$ cat config.mk
export PLATFORM = sky130hd
export DESIGN_NAME = dmem_arbiter
export DESIGN_NICKNAME = d
export VERILOG_FILES = /design/src/rtl/dmem_arbiter.sv
export SDC_FILE = /design/constraint.sdc
export NUM_CORES = 1
export LEC_CHECK = 0
export ABC_AREA = 1
export ABC_CLOCK_PERIOD_IN_PS = 2890
export BUFFER_PORTS_ARGS = -buffer_cell sky130_fd_sc_hd__buf_2
export CAP_MARGIN = 10
export CORE_MARGIN = 1
export CORE_UTILIZATION = 30
export CTS_CLUSTER_DIAMETER = 200
export DETAILED_ROUTE_END_ITERATION = 10
export GPL_ROUTABILITY_DRIVEN = 0
export PLACE_DENSITY = 0.61
export SLEW_MARGIN = 15
export SYNTH_ARGS = -nofsm -noshare
export SYNTH_HDL_FRONTEND = slang
export SYNTH_SLANG_ARGS = --single-unit
export TNS_END_PERCENT = 100
$ cat constraint.sdc
create_clock -name clk_i -period 2.89 [get_ports clk_i]
set_input_delay 0.578 -clock clk_i [delete_from_list [all_inputs] [get_ports clk_i]]
set_output_delay 0.578 -clock clk_i [all_outputs]
set_load 0.03 [all_outputs]
$ cat src/rtl/dmem_arbiter.sv
// dmem_arbiter: two-port round-robin arbiter and access sequencer for the data memory.
//
// Port 0 is the CPU load/store path, port 1 the loader/debug path. Each transaction walks
// IDLE (sample + latch) -> ACCESS (memory strobe, one cycle) -> RESP (done pulse, one cycle).
// Out-of-range or malformed accesses are flagged as errors and never strobe the memory.
//
// Ports:
//   clk_i, rst_i                clock, synchronous active-low reset
//   reqN_i/weN_i/addrN_i/
//   wdataN_i/numN_i/unsN_i      per-port request, store flag, byte address, data, size, unsigned
//   gntN_o / doneN_o            grant during ACCESS, one-cycle completion pulse in RESP
//   rdata_o / err_o             shared load result and reject flag, valid with a done
//   mem_*_o / mem_rdata_i       memory port (combinational read data)
//
// Build option: define DMEM_ALIGN_CHECK_EN to also reject misaligned half/word accesses.

module dmem_arbiter #(
  parameter int unsigned DEPTH = 1024
) (
  input  logic        clk_i,
  input  logic        rst_i,
  input  logic        req0_i,
  input  logic        we0_i,
  input  logic [31:0] addr0_i,
  input  logic [31:0] wdata0_i,
  input  logic [1:0]  num0_i,
  input  logic        uns0_i,
  input  logic        req1_i,
  input  logic        we1_i,
  input  logic [31:0] addr1_i,
  input  logic [31:0] wdata1_i,
  input  logic [1:0]  num1_i,
  input  logic        uns1_i,
  output logic        gnt0_o,
  output logic        gnt1_o,
  output logic        done0_o,
  output logic        done1_o,
  output logic [31:0] rdata_o,
  output logic        err_o,
  output logic [31:0] mem_addr_o,
  output logic [31:0] mem_wdata_o,
  output logic        mem_read_o,
  output logic        mem_write_o,
  output logic [1:0]  mem_num_o,
  output logic        mem_unsigned_o,
  input  logic [31:0] mem_rdata_i
);

  typedef enum logic [1:0] {StIdle, StAccess, StResp} state_e;

  state_e      state_q, state_d;
  logic        last_q, last_d;   // last granted port
  logic        id_q, id_d;       // owner of the current transaction
  logic        we_q, we_d;
  logic [31:0] addr_q, addr_d;
  logic [31:0] wdata_q, wdata_d;
  logic [1:0]  num_q, num_d;
  logic        uns_q, uns_d;
  logic        err_q, err_d;
  logic [31:0] rdata_q, rdata_d;

  // Arbitration and operand selection for the request being sampled in IDLE.
  logic        win;
  logic [31:0] sel_addr;
  logic [1:0]  sel_num;
  logic [32:0] sel_bytes;
  logic [32:0] last_byte;
  logic        sel_err;

  always_comb begin
    if (req0_i && req1_i) begin
      win = ~last_q;
    end else begin
      win = req1_i;
    end
    sel_addr = win ? addr1_i : addr0_i;
    sel_num  = win ? num1_i  : num0_i;
    unique case (sel_num)
      2'b11:   sel_bytes = 33'd4;
      2'b10:   sel_bytes = 33'd2;
      default: sel_bytes = 33'd1;
    endcase
    // 33-bit sum so addresses near the top of the 32-bit space cannot wrap into range.
    last_byte = {1'b0, sel_addr} + sel_bytes - 33'd1;
    sel_err   = (sel_num == 2'b00) || (last_byte > (33'(DEPTH) - 33'd1));
`ifdef DMEM_ALIGN_CHECK_EN
    if ((sel_num == 2'b11 && sel_addr[1:0] != 2'b00) ||
        (sel_num == 2'b10 && sel_addr[0])) begin
      sel_err = 1'b1;
    end
`endif
  end

  // State register.
  always_ff @(posedge clk_i) begin
    if (!rst_i) begin
      state_q <= StIdle;
      last_q  <= 1'b1;
      id_q    <= 1'b0;
      we_q    <= 1'b0;
      addr_q  <= '0;
      wdata_q <= '0;
      num_q   <= '0;
      uns_q   <= 1'b0;
      err_q   <= 1'b0;
      rdata_q <= '0;
    end else begin
      state_q <= state_d;
      last_q  <= last_d;
      id_q    <= id_d;
      we_q    <= we_d;
      addr_q  <= addr_d;
      wdata_q <= wdata_d;
      num_q   <= num_d;
      uns_q   <= uns_d;
      err_q   <= err_d;
      rdata_q <= rdata_d;
    end
  end

  // Next-state logic.
  always_comb begin
    state_d = state_q;
    last_d  = last_q;
    id_d    = id_q;
    we_d    = we_q;
    addr_d  = addr_q;
    wdata_d = wdata_q;
    num_d   = num_q;
    uns_d   = uns_q;
    err_d   = err_q;
    rdata_d = rdata_q;
    unique case (state_q)
      StIdle: begin
        if (req0_i || req1_i) begin
          state_d = StAccess;
          last_d  = win;
          id_d    = win;
          we_d    = win ? we1_i    : we0_i;
          addr_d  = sel_addr;
          wdata_d = win ? wdata1_i : wdata0_i;
          num_d   = sel_num;
          uns_d   = win ? uns1_i   : uns0_i;
          err_d   = sel_err;
        end
      end
      StAccess: begin
        state_d = StResp;
        rdata_d = (!we_q && !err_q) ? mem_rdata_i : '0;
      end
      StResp:  state_d = StIdle;
      default: state_d = StIdle;
    endcase
  end

  // Outputs.
  always_comb begin
    gnt0_o         = (state_q == StAccess) && !id_q;
    gnt1_o         = (state_q == StAccess) &&  id_q;
    done0_o        = (state_q == StResp)   && !id_q;
    done1_o        = (state_q == StResp)   &&  id_q;
    err_o          = (state_q == StResp)   && err_q;
    rdata_o        = (state_q == StResp)   ? rdata_q : '0;
    mem_read_o     = (state_q == StAccess) && !err_q && !we_q;
    mem_write_o    = (state_q == StAccess) && !err_q &&  we_q;
    mem_addr_o     = addr_q;
    mem_wdata_o    = wdata_q;
    mem_num_o      = num_q;
    mem_unsigned_o = uns_q;
  end

endmodule

# After elaboration in Yosys (flattened, before gate mapping)
# Cells that the tools add are included.
op_classes:
  eq_ne: 5
  n_mux: 11
  n_addsub: 2
  bitwise_logic: 1
  n_lt_le_gt_ge: 1
  n_reduce_logical: 18
op_table:
  columns: ["cell", "n"]
  rows:
  - ["32-bit 2-to-1 mux", 4]
  - ["32-bit by 33-bit adder with 33-bit output", 1]
  - ["33-bit by 10-bit > comparator with 1-bit output (second input constant)", 1]
  - ["33-bit by 1-bit subtractor with 33-bit output (second input constant)", 1]
  - ["1-bit logical AND", 10]
  - ["2-bit == test (second input constant)", 3]
  - ["3-bit one-hot mux with 2 select lines", 1]
  - ["2-bit zero test", 2]
  - ["2-bit 2-to-1 mux", 2]
  - ["2-bit one-hot mux with 2 select lines", 1]
  - ["1-bit zero test", 3]
  - ["1-bit 2-to-1 mux", 3]
  - ["2-bit by 1-bit == test with 1-bit output (second input constant)", 1]
  - ["1-bit logical OR", 2]
  - ["2-bit != test (second input constant)", 1]
  - ["2-bit AND reduction", 1]
  - ["1-bit inverter", 1]
word_totals:
  out_inout_bits: 106
  in_bits: 172
  reg_bits: 105
  elab_cells: 48

# Longest topological paths before layout
# Gate-level depths: netlist of run 1.
depth:
  ltp_word: 9
  mapped_depth: 24
  depth_no_buf: 24

# Worst setup path before layout of run 1
# Ideal clock, no wire load.
synth_path:
  path_type: "input-to-reg"
  from: "input req0_i"
  to: "register err_q"
  arrival_time_ns: 3.002
  path_stages: 21
  path_slack_ns: -0.231
  path_cell_list: "nand2_1 -> nand2_2 -> buf_2 -> buf_2 -> mux2i_1 -> ha_1 -> inv_1 -> ha_1 -> fa_1 -> nand3_1 -> nand3_1 -> nand2_1 -> nand3_1 -> nand2_1 -> nand3b_1 -> nand2_1 -> nand2_1 -> nor2_1 -> nand3_1 -> nor2_1 -> a21oi_1"
synth_via:
  elab_chain_cells: 9
  word_cells_on_any_way: 14
synth_rtl:
  columns: ["item", "line", "text"]
  rows:
  - ["start: declaration", "22", "input logic req0_i,"]
  - ["1-bit logical AND", "71", "if (req0_i && req1_i) begin"]
  - ["1-bit 2-to-1 mux", "71", null]
  - ["2-bit 2-to-1 mux", "77", "sel_num = win ? num1_i : num0_i;"]
  - ["2-bit == test", "78", "unique case (sel_num)"]
  - ["3-bit one-hot mux with 2 select lines", "78", null]
  - ["32-bit by 33-bit adder with 33-bit output", "84", "last_byte = {1'b0, sel_addr} + sel_bytes - 33'd1;"]
  - ["33-bit by 1-bit subtractor with 33-bit output", "84", null]
  - ["33-bit by 10-bit > comparator with 1-bit output", "85", "sel_err = (sel_num == 2'b00) || (last_byte > (33'(DEPTH) - 33'd1));"]
  - ["1-bit logical OR", "85", null]
  - ["end signal: assignment", "116", "err_q <= err_d;"]
  - ["end: declaration", "59", "logic err_q, err_d;"]
# Several ways; a longest one is shown, not always the timed one.
# A chain may end at the register's enable or synchronous reset.

# Worst setup path after layout of run 1
# Same ends and word-level chain as after synthesis.

==> impl_metrics.json, run 1 <==
{
  "crit_path_end_kind": "flip-flop",
  "clk_pin_slew_ns": 0.08,
  "path_common_cell": "nand2_2",
  "whs_ns": 0.4633,
  "synth_area_um2": 6969,
  "status": "complete, but fails checks",
  "r2r_setup_slack_ns": -0.02,
  "period_share_pct": 100.6,
  "grt_pass1_vias": 7703,
  "reg2reg_depth": 24,
  "clockPowerShare_pct": 23.3,
  "fmaxAchievable_mhz": 343.8,
  "synth_top_family_by_area": "simple AND/OR/NAND/NOR gates",
  "netlist.top_cell.by_area": "dfxtp_1",
  "fin_ws_ns": -0.01860,
  "min_to": "rdata_q[19]$_SDFFE_PN0N_",
  "cts_tree": "built",
  "cts_sinks": 105,
  "max-slew-margin-rel_pct": 45.96,
  "drtPass1Iterations": 5,
  "crit_chain": "buf_2 -> nand2_2 -> nand2_4 -> buf_12 -> nand2_2 -> nand2_4 -> inv_2 -> nand2_2 -> ha_4 -> inv_2 -> ha_4 -> fa_2 -> nand3_2 -> nand3_2 -> nand2_1 -> nand3_2 -> nand2_2 -> nand3b_1 -> nand2_1 -> nand2_1 -> nor2_1 -> nand3_1 -> nor2_1 -> a21oi_1",
  "start_util_pct": 30.69,
  "leakage_uw": 0.005283,
  "hold_path.class": "in -> reg",
  "use_met3_pct": 3.530,
  "hold_buffers": 0,
  "fin_crit_ns": 2.909,
  "use_met2_pct": 34.35,
  "total_power_uw": 5347,
  "grt_pass1_wl_mm": 38.07,
  "dp_hpwl_mm": 18.36,
  "peakVddDrop_mv": 0.3410,
  "netlist_instances": 1157,
  "routedWlPerCell_um": 13.92,
  "p_per_area_nw_per_um2": 517.6,
  "critPathLaunch": "req0_i",
  "synth_edf_count": 0,
  "p_switching_uw": 2192,
  "drt_iter0_drc": 508,
  "hold_viol": 0,
  "finalSetupViolCount": 1,
  "vias": 8275,
  "clk_latency_ns": 0.36,
  "cp_max_fo": 11,
  "finClkSkew_ns": 0.008016,
  "holdCritStartpoint": "mem_rdata_i[19]",
  "worst_ep_arrival_time_ns": 3.16,
  "die_x_um": 154.4,
  "crit-reg2reg-capture": "err_q$_SDFFE_PN0P_",
  "synth_cell_types": 31,
  "viasPerCell": 4.644,
  "met1_usage_pct": 25.58,
  "synth_common_cells": "361 x nand2_1, 170 x inv_1, 105 x dfxtp_1, 105 x o21ai_0, 96 x nor2_1",
  "totalNegativeSetupSlack_ns": -0.01860,
  "fin_nets": 1699,
  "num_antenna_cells": 0,
  "grt_max_degree": 95,
  "synth.net_count": 1364,
  "crit-reg2reg-launch": "last_q$_SDFFE_PN1P_",
  "gr-total-overflow": 0,
  "required_ns": 3.14,
  "fillers": 2393,
  "core-area_um2": 22710,
  "violations": "negative setup slack",
  "syn_avg_cell_area_um2": 6.023,
  "synth_top_area_share_pct": 30.16,
  "post_route_cells_drive_above_1_share_pct": 37.68,
  "switching_share_pct": 40.99,
  "cp_top_family": "simple AND/OR/NAND/NOR gates",
  "cts_root_buffer": "clkbuf_16",
  "yosys.area_share.simple_pct": 33.09,
  "fin_cells": 1782,
  "io_buffer_count": 277,
  "final_core_util_pct": 45.49,
  "seqPwrFrac_pct": 31.0,
  "slowest_stage": "fa_2",
  "ys.warnings.count": 0,
  "critPathLaunchType": "primary input",
  "path_class": "in -> reg",
  "io-pin-count": 278,
  "synth_seq_cells": 105,
  "antenna_found_initial": 0,
  "critical_path.max_stage_delay_ns": 0.40,
  "synthAdderAreaFrac_pct": 6.391,
  "max_cap_violations": 0,
  "grt-busiest-layer": "met2",
  "slew_violations": 0,
  "p_comb_share_pct": 45.7,
  "cts_buffer_depth": 2,
  "async_reset_ff_share_pct": 0,
  "synthFlopType": "dfxtp_1",
  "drt-total-wl_mm": 24.81,
  "std_cell_rows": 55,
  "areaGrowthSynthToFinish_pct": 48.24,
  "internal_power_uw": 3155,
  "synth_compound_area_share_pct": 17.63,
  "cp.depth": 24,
  "dp.cells": 1756,
  "track_usage_pct": 19.95,
  "die_area_um2": 23840,
  "synthTopCellsByArea": "dfxtp_1 30%, nand2_1 19%, inv_1 9.2%, o21ai_0 7.5%, a21oi_1 6.2%",
  "cts_made_buffers": 9,
  "ant_nets": 0,
  "rsz0062_at_grt": "true",
  "synth_most_common_cell": "nand2_1",
  "synth-xor-area-share_pct": 0,
  "htreeDepth": 3,
  "synth.area.mux_share_pct": 0.5745,
  "drc": 0,
  "die_h_um": 154.4,
  "cp_num_buf_inv": 4,
  "seq_area_frac_synth_pct": 30.16,
  "worstHoldPathCells": 3,
  "worst_pin_slew_ns": 0.8106
}
[cells by family after synthesis]
| kind of cell | after synthesis |
|---|---|
| adders and majority gates | 35 |
| muxes | 4 |
| buffers and inverters | 223 |
| DFF | 105 |
| and+or+nand+nor | 556 |
| AOI/OAI and AO/OA | 234 |
[worst reg2reg max path, stage by stage, from the launching register on]
cell and delay [ns]:
dfxtp_2 0.34, nand2_2 0.06, nand2_4 0.13, inv_8 0.06
buf_8 0.13, nand2_4 0.06, nand2_4 0.06, inv_2 0.06
nand2_2 0.05, ha_4 0.26, inv_2 0.03, ha_4 0.16
fa_2 0.40, nand3_2 0.10, nand3_2 0.08, nand2_1 0.08
nand3_2 0.09, nand2_2 0.08, nand3b_1 0.07, nand2_1 0.09
nand2_1 0.05, nor2_1 0.09, nand3_1 0.08, nor2_1 0.11
a21oi_1 0.07
[worst max path at each step]
| stage | endpoint | slack (ns) |
|---|---|---|
| after detailed placement | err_q$_SDFFE_PN0P_ | -0.57 |
| after floorplan | err_q$_SDFFE_PN0P_ | 0.004 |
| final | err_q$_SDFFE_PN0P_ | -0.02 |
| after global routing | err_q$_SDFFE_PN0P_ | -0.20 |
| after CTS | err_q$_SDFFE_PN0P_ | 0.001 |
| after global placement | err_q$_SDFFE_PN0P_ | -0.56 |
[cell type report]
| type | instances | area, um2 | area share [%] |
|---|---|---|---|
| multi-input cells | 829 | 4706 | 45.55 |
| repair buffers | 373 | 2213 | 21.42 |
| flip-flops and latches | 105 | 2103 | 20.36 |
| inverters | 174 | 661.9 | 6.407 |
| well taps | 285 | 356.6 | 3.452 |
| clock buffers | 9 | 225.2 | 2.180 |
| clock inverters | 7 | 65.06 | 0.6298 |
[cells in the final DEF, fill, tap and decap left out, types with 3 or more instances in the layout]
cell,netlist,layout
nand2_4,0,8
ha_4,0,20
nand3_2,1,9
o21ai_4,0,5
nand3b_1,6,6
nor2_2,3,15
clkbuf_16,0,10
inv_2,3,20
o21ai_0,105,87
nand4_1,6,6
buf_2,8,277
a31oi_1,35,35
nand3_1,39,29
a21oi_1,87,80
buf_4,0,85
a21oi_2,1,8
o21ai_1,2,6
buf_12,0,3
dfxtp_1,105,104
o21ai_2,0,9
nor2_1,96,81
nand2_1,361,323
or2_2,28,27
nor2_4,0,3
nand2_2,6,36
and2_1,3,3
buf_6,0,5
ha_1,34,13
inv_1,170,151
nor3_4,0,4
[registers in the layout, summed over array words and instances, names as in the netlist]
register / count
err_q: 1
id_q: 1
last_q: 1
mem_addr_o: 32
mem_num_o: 2
mem_unsigned_o: 1
mem_wdata_o: 32
rdata_q: 32
state_q: 2
we_q: 1
[stage by stage]
step           area [um2]  setup WS (ns)
2_1_floorplan        7072       0.003838
3_3_place_gp         9286        -0.5625
3_5_place_dp         9286        -0.5672
4_1_cts              9899       0.001312
5_1_grt             10330        -0.1973
6_report            10330       -0.01860
[routing by layer]
layer,share of wire (%),up-vias
li1,-,4325
met1,46,3641
met2,46,279
met3,5.9,30
met4,1.7,0
met5,0,-
[power by group through the flow]
| stage | Clock [uW] | Sequential [uW] | Combinational (uW) |
|---|---|---|---|
| 6_report | 1250 | 1660 | 2440 |
| 5_1_grt | 1330 | 1680 | 2690 |
| 4_1_cts | 1280 | 1660 | 2260 |
| 3_5_place_dp | 0 | 1690 | 2130 |
| 3_3_place_gp | 0 | 1690 | 2110 |
| 2_1_floorplan | 0 | 1900 | 1130 |
[repair_timing]
item,CTS,global route
pin swaps,11,26
setup buffers,3,5
setup endpoints to repair,1,1
gates resized for setup,68,99
cloned,1,1
Power figures use the tool's default switching activity.
==> run 2, diff against run 1 <==
- GPL_TIMING_DRIVEN: unset -> 0
- SETUP_SLACK_MARGIN: unset -> 0.4
==> impl_metrics.json, run 2 (synthesis results as in run 1) <==
{
  "fillers": 2438,
  "fin_crit_ns": 2.910,
  "drt_iter0_drc": 541,
  "hold_viol": 0,
  "total_power_uw": 5208,
  "vias": 8351,
  "internal_power_uw": 3046,
  "clockPowerShare_pct": 23.9,
  "drtPass1Iterations": 5,
  "holdCritStartpoint": "mem_rdata_i[17]",
  "start_util_pct": 30.69,
  "gr-total-overflow": 0,
  "std_cell_rows": 55,
  "rsz0062_at_grt": "true",
  "slew_violations": 0,
  "r2r_setup_slack_ns": -0.01,
  "cp_max_fo": 7,
  "die_x_um": 154.4,
  "die_h_um": 154.4,
  "post_route_cells_drive_above_1_share_pct": 34.32,
  "leakage_uw": 0.004925,
  "ant_nets": 0,
  "clk_latency_ns": 0.36,
  "antenna_found_initial": 2,
  "fin_nets": 1662,
  "final_area_um2": 9977,
  "viasPerCell": 4.780,
  "crit-reg2reg-launch": "last_q$_SDFFE_PN1P_",
  "final_cell_mix": "336 x nand2_1, 283 x buf_2, 145 x inv_1",
  "fmaxAchievable_mhz": 343.6,
  "worst_ep_arrival_time_ns": 3.17,
  "areaGrowthSynthToFinish_pct": 43.16,
  "crit_path_end": "err_q$_SDFFE_PN0P_",
  "p_switching_uw": 2161,
  "io-pin-count": 278,
  "cts_buffer_depth": 2,
  "cts_made_buffers": 9,
  "grt_pass1_vias": 7665,
  "drt-total-wl_mm": 25.44,
  "critPathLaunch": "req0_i",
  "critPathLaunchType": "primary input",
  "path_class": "in -> reg",
  "max_cap_violations": 0,
  "status": "complete, but fails checks",
  "fin_ws_ns": -0.02008,
  "die_area_um2": 23840,
  "layout_commonest_cell": "nand2_1",
  "p_per_area_nw_per_um2": 522.0,
  "crit_path_end_kind": "flip-flop",
  "cp_num_buf_inv": 4,
  "dp.cells": 1718,
  "finClkSkew_ns": 0.01349,
  "p_comb_share_pct": 44.1,
  "violations": "negative setup slack",
  "slowest_stage": "fa_2",
  "hold_buffers": 0,
  "worst_pin_slew_ns": 0.6702,
  "reg2reg_depth": 19,
  "grt_pass1_wl_mm": 39.40,
  "fin_cells": 1747,
  "cts_sinks": 105,
  "hold_path.class": "in -> reg",
  "cts_tree": "built",
  "placed_area_um2": 8847,
  "period_share_pct": 100.7,
  "max-slew-margin-rel_pct": 55.32,
  "routedWlPerCell_um": 14.56,
  "cts_root_buffer": "clkbuf_16",
  "required_ns": 3.15,
  "track_usage_pct": 20.86,
  "crit-reg2reg-capture": "err_q$_SDFFE_PN0P_",
  "peakVddDrop_mv": 0.3261,
  "clk_pin_slew_ns": 0.08,
  "grt_max_degree": 19,
  "critical_path.max_stage_delay_ns": 0.39,
  "dp_hpwl_mm": 19.94,
  "htreeDepth": 3,
  "io_buffer_count": 276,
  "cp.depth": 20,
  "switching_share_pct": 41.50,
  "crit_chain": "buf_2 -> nand2_8 -> nand2_8 -> buf_8 -> buf_12 -> mux2i_2 -> ha_1 -> inv_2 -> ha_4 -> fa_2 -> nand3_2 -> nand3_2 -> nand2_1 -> nand2_1 -> nor2_2 -> nand3_1 -> nor2_1 -> nand3_1 -> nor2_1 -> a21oi_1",
  "core-area_um2": 22710,
  "seqPwrFrac_pct": 32.0,
  "drc": 0,
  "cp_top_family": "simple AND/OR/NAND/NOR gates",
  "finalSetupViolCount": 1
}
run 2: changes by cell type in the layout (fill, tap and decap cells not counted), sizes merged:
cell,previous run,this run
buf,371,298
diode,0,2
clkinvlp,2,1
clkinv,5,2
clkbuf,10,49
bufbuf,1,0
inv,174,176
run 2: how the worst min path moves through the flow:
| stage | end | cells after the start |
|---|---|---|
| after global routing | rdata_q[30]$_SDFFE_PN0N_ | 3 |
| after detailed placement | rdata_q[14]$_SDFFE_PN0N_ | 2 |
| final | rdata_q[17]$_SDFFE_PN0N_ | 3 |
| after floorplan | rdata_q[0]$_SDFFE_PN0N_ | 2 |
| after global placement | rdata_q[4]$_SDFFE_PN0N_ | 2 |
| after CTS | rdata_q[17]$_SDFFE_PN0N_ | 3 |
run 2: worst min-delay path, cell delays in order:
cell and delay, ns:
buf_2 0.09, nand2_1 0.05, a21oi_1 0.05
run 2: power by group through the flow:
stage / Combinational (uW) / Sequential, uW / Clock (uW)
after floorplan: 1140 / 1900 / 0
after global placement: 1940 / 1690 / 0
after detailed placement: 1950 / 1690 / 0
after CTS: 2170 / 1660 / 1260
after global routing: 2540 / 1680 / 1320
final: 2300 / 1670 / 1240
run 2: metal layers:
layer  GRT usage (%)  up-vias  routed length (um)
met4           5.846        0                 416
met5               0        -                   0
met3           4.399       32                1579
met1           28.13     3771               11990
met2           33.46      291               11450
li1                -     4257                   -
run 2: layout make-up:
type	instances	area [um2]	area share (%)
clock inverters	5	47.55	0.4765
well taps	285	356.6	3.574
inverters	174	655.6	6.571
flip-flops and latches	105	2106	21.11
clock buffers	11	242.7	2.433
repair buffers	287	1476	14.80
diodes	2	5.005	0.05016
plain buffers	49	246.5	2.471
multi-input cells	829	4841	48.52
run 2: metrics by stage:
stage,util [%],setup TNS (ns),setup slack [ns],hold slack (ns)
global placement,38.96,-0.8851,-0.8851,0.4523
CTS,42.75,-0.03602,-0.03602,0.4543
detailed placement,38.96,-0.8808,-0.8808,0.4551
global route,43.93,-0.2170,-0.2170,0.4633
floorplan,-,0,0.05602,0.4453
finish,43.93,-0.02008,-0.02008,0.4605
run 2: what timing repair did:
action	4_1_cts	5_1_grt
buffers inserted	9	2
hold endpoints to repair	0	0
pin swaps	13	8
endpoints found under the setup margin	1	32
gates resized for setup	128	73
==> run 3, diff against run 2 <==
- SETUP_SLACK_MARGIN: 0.4 -> unset
==> impl_metrics.json, run 3 (synthesis results as in run 1) <==
{
  "slew_violations": 0,
  "antenna_found_initial": 1,
  "post_route_cells_drive_above_1_share_pct": 34.20,
  "required_ns": 3.13,
  "finClkSkew_ns": 0.01085,
  "crit-reg2reg-launch": "last_q$_SDFFE_PN1P_",
  "cts_root_buffer": "clkbuf_16",
  "std_cell_rows": 55,
  "fmaxAchievable_mhz": 339.7,
  "violations": "negative setup slack",
  "grt_max_degree": 20,
  "cts_made_buffers": 9,
  "drt_iter0_drc": 464,
  "path_class": "in -> reg",
  "total_power_uw": 5210,
  "hold_buffers": 0,
  "gr-total-overflow": 0,
  "grt_pass1_wl_mm": 39.30,
  "crit_path_end_kind": "flip-flop",
  "cp_max_fo": 6,
  "final_cell_mix": "334 x nand2_1, 281 x buf_2, 150 x inv_1",
  "worst_ep_arrival_time_ns": 3.18,
  "totalNegativeSetupSlack_ns": -0.05374,
  "fin_crit_ns": 2.944,
  "multiInputGateArea_um2": 4871,
  "p_per_area_nw_per_um2": 519.9,
  "grt_pass1_vias": 7678,
  "clk_pin_slew_ns": 0.07,
  "min_to": "rdata_q[17]$_SDFFE_PN0N_",
  "viasPerCell": 4.763,
  "r2r_setup_slack_ns": -0.03,
  "areaGrowthSynthToFinish_pct": 43.79,
  "hold_viol": 0,
  "holdCritStartpoint": "mem_rdata_i[17]",
  "drc": 0,
  "fin_nets": 1664,
  "layout_commonest_cell": "nand2_1",
  "core-area_um2": 22710,
  "die_x_um": 154.4,
  "io-pin-count": 278,
  "status": "complete, but fails checks",
  "track_usage_pct": 20.80,
  "rsz0062_at_grt": "true",
  "period_share_pct": 101.9,
  "ff_latch_area_um2": 2103,
  "drt-total-wl_mm": 25.46,
  "vias": 8326,
  "worst_pin_slew_ns": 0.7646,
  "hold_path.class": "in -> reg",
  "dp_slack_ns": -1.000,
  "drtPass1Iterations": 5,
  "ant_nets": 0,
  "cts_tree": "built",
  "reg2reg_depth": 19,
  "die_h_um": 154.4,
  "peakVddDrop_mv": 0.3112,
  "critPathLaunchType": "primary input",
  "leakage_uw": 0.004946,
  "fillers": 2446,
  "die_area_um2": 23840,
  "routedWlPerCell_um": 14.56,
  "worstHoldPathCells": 3,
  "dp_hpwl_mm": 19.91,
  "crit-reg2reg-capture": "err_q$_SDFFE_PN0P_",
  "cts_buffer_depth": 2,
  "cts_sinks": 105,
  "max-slew-margin-rel_pct": 48.49,
  "finalSetupViolCount": 1,
  "clk_latency_ns": 0.36,
  "fin_ws_ns": -0.05374,
  "max_cap_violations": 0,
  "htreeDepth": 3,
  "start_util_pct": 30.69,
  "io_buffer_count": 276
}
[run 3: changes by cell type in the layout (fill, tap and decap cells not counted), moves of 3 or more]
cell	before	now
buf_4	10	16
clkbuf_1	33	37
clkbuf_2	4	0
inv_1	145	150
inv_2	27	22
nand2_2	27	31
nand3_1	29	25
nand3_2	9	13
nor2_2	16	13
o21ai_2	8	5
o21ai_4	15	18
[run 3: worst max path at each step]
stage	start	end	slack (ns)	cells after the start
after floorplan	req0_i	err_q$_SDFFE_PN0P_	0.004	21
after global placement	req0_i	err_q$_SDFFE_PN0P_	-1.00	20
after global routing	last_q$_SDFFE_PN1P_	err_q$_SDFFE_PN0P_	-0.21	22
final	req0_i	err_q$_SDFFE_PN0P_	-0.05	20
after detailed placement	req0_i	err_q$_SDFFE_PN0P_	-1.00	20
after CTS	last_q$_SDFFE_PN1P_	err_q$_SDFFE_PN0P_	-0.13	21
[run 3: report_power, final]
part,internal (uW),switching (uW),leakage [uW]
sequential,1590,73.7,0.000867
combinational,831,1470,0.00394
clock,610,633,0.000139
total,3030,2180,0.00495
[run 3: what timing repair did]
item / 4_1_cts / 5_1_grt
endpoints found under the setup margin: 1 / 1
buffers inserted: 9 / 5
gates resized for setup: 101 / 104
pin swaps: 13 / 28
[run 3: layout make-up]
cell class,instances,share of cell area (%)
antenna,1,0.02497
buffer,48,2.335
clock buffer,10,2.285
clock inverter,6,0.6118
inverter,174,6.593
multi-input combinational,829,48.61
sequential,105,20.99
tap,285,3.558
timing repair buffer,290,15.00
[run 3: routing by layer]
metal  track usage [%]  up-vias  routed length, um
met2             33.98      265              11340
li1                  -     4252                  -
met5                 0        -                  0
met4             6.459        0                661
met3             3.446       41               1319
met1             27.90     3768              12140
[run 3: per-stage QoR]
step                      hold slack, ns  area (um2)  std cells  utilization (%)
after floorplan                   0.4287        7072       1157                -
after global placement            0.4491        8810       1718            38.79
after detailed placement          0.4553        8810       1718            38.79
after CTS                         0.4563        9553       1743            42.07
after global routing              0.4618       10020       1748            44.13
final                             0.4677       10020       1748            44.13
[run 3: worst max-delay path, cell delays in order]
cell and delay [ns]:
buf_2 0.12, nand2_4 0.08, nand2_8 0.09, buf_12 0.14, buf_12 0.13, mux2i_4 0.20
ha_4 0.28, inv_2 0.04, ha_4 0.15, fa_2 0.38, nand3_1 0.12, nand3_2 0.13
nand2_1 0.08, nand2_1 0.05, nor2_2 0.09, nand3_1 0.09, nor2_2 0.15, nand3_2 0.10
nor2_1 0.10, a21oi_1 0.06
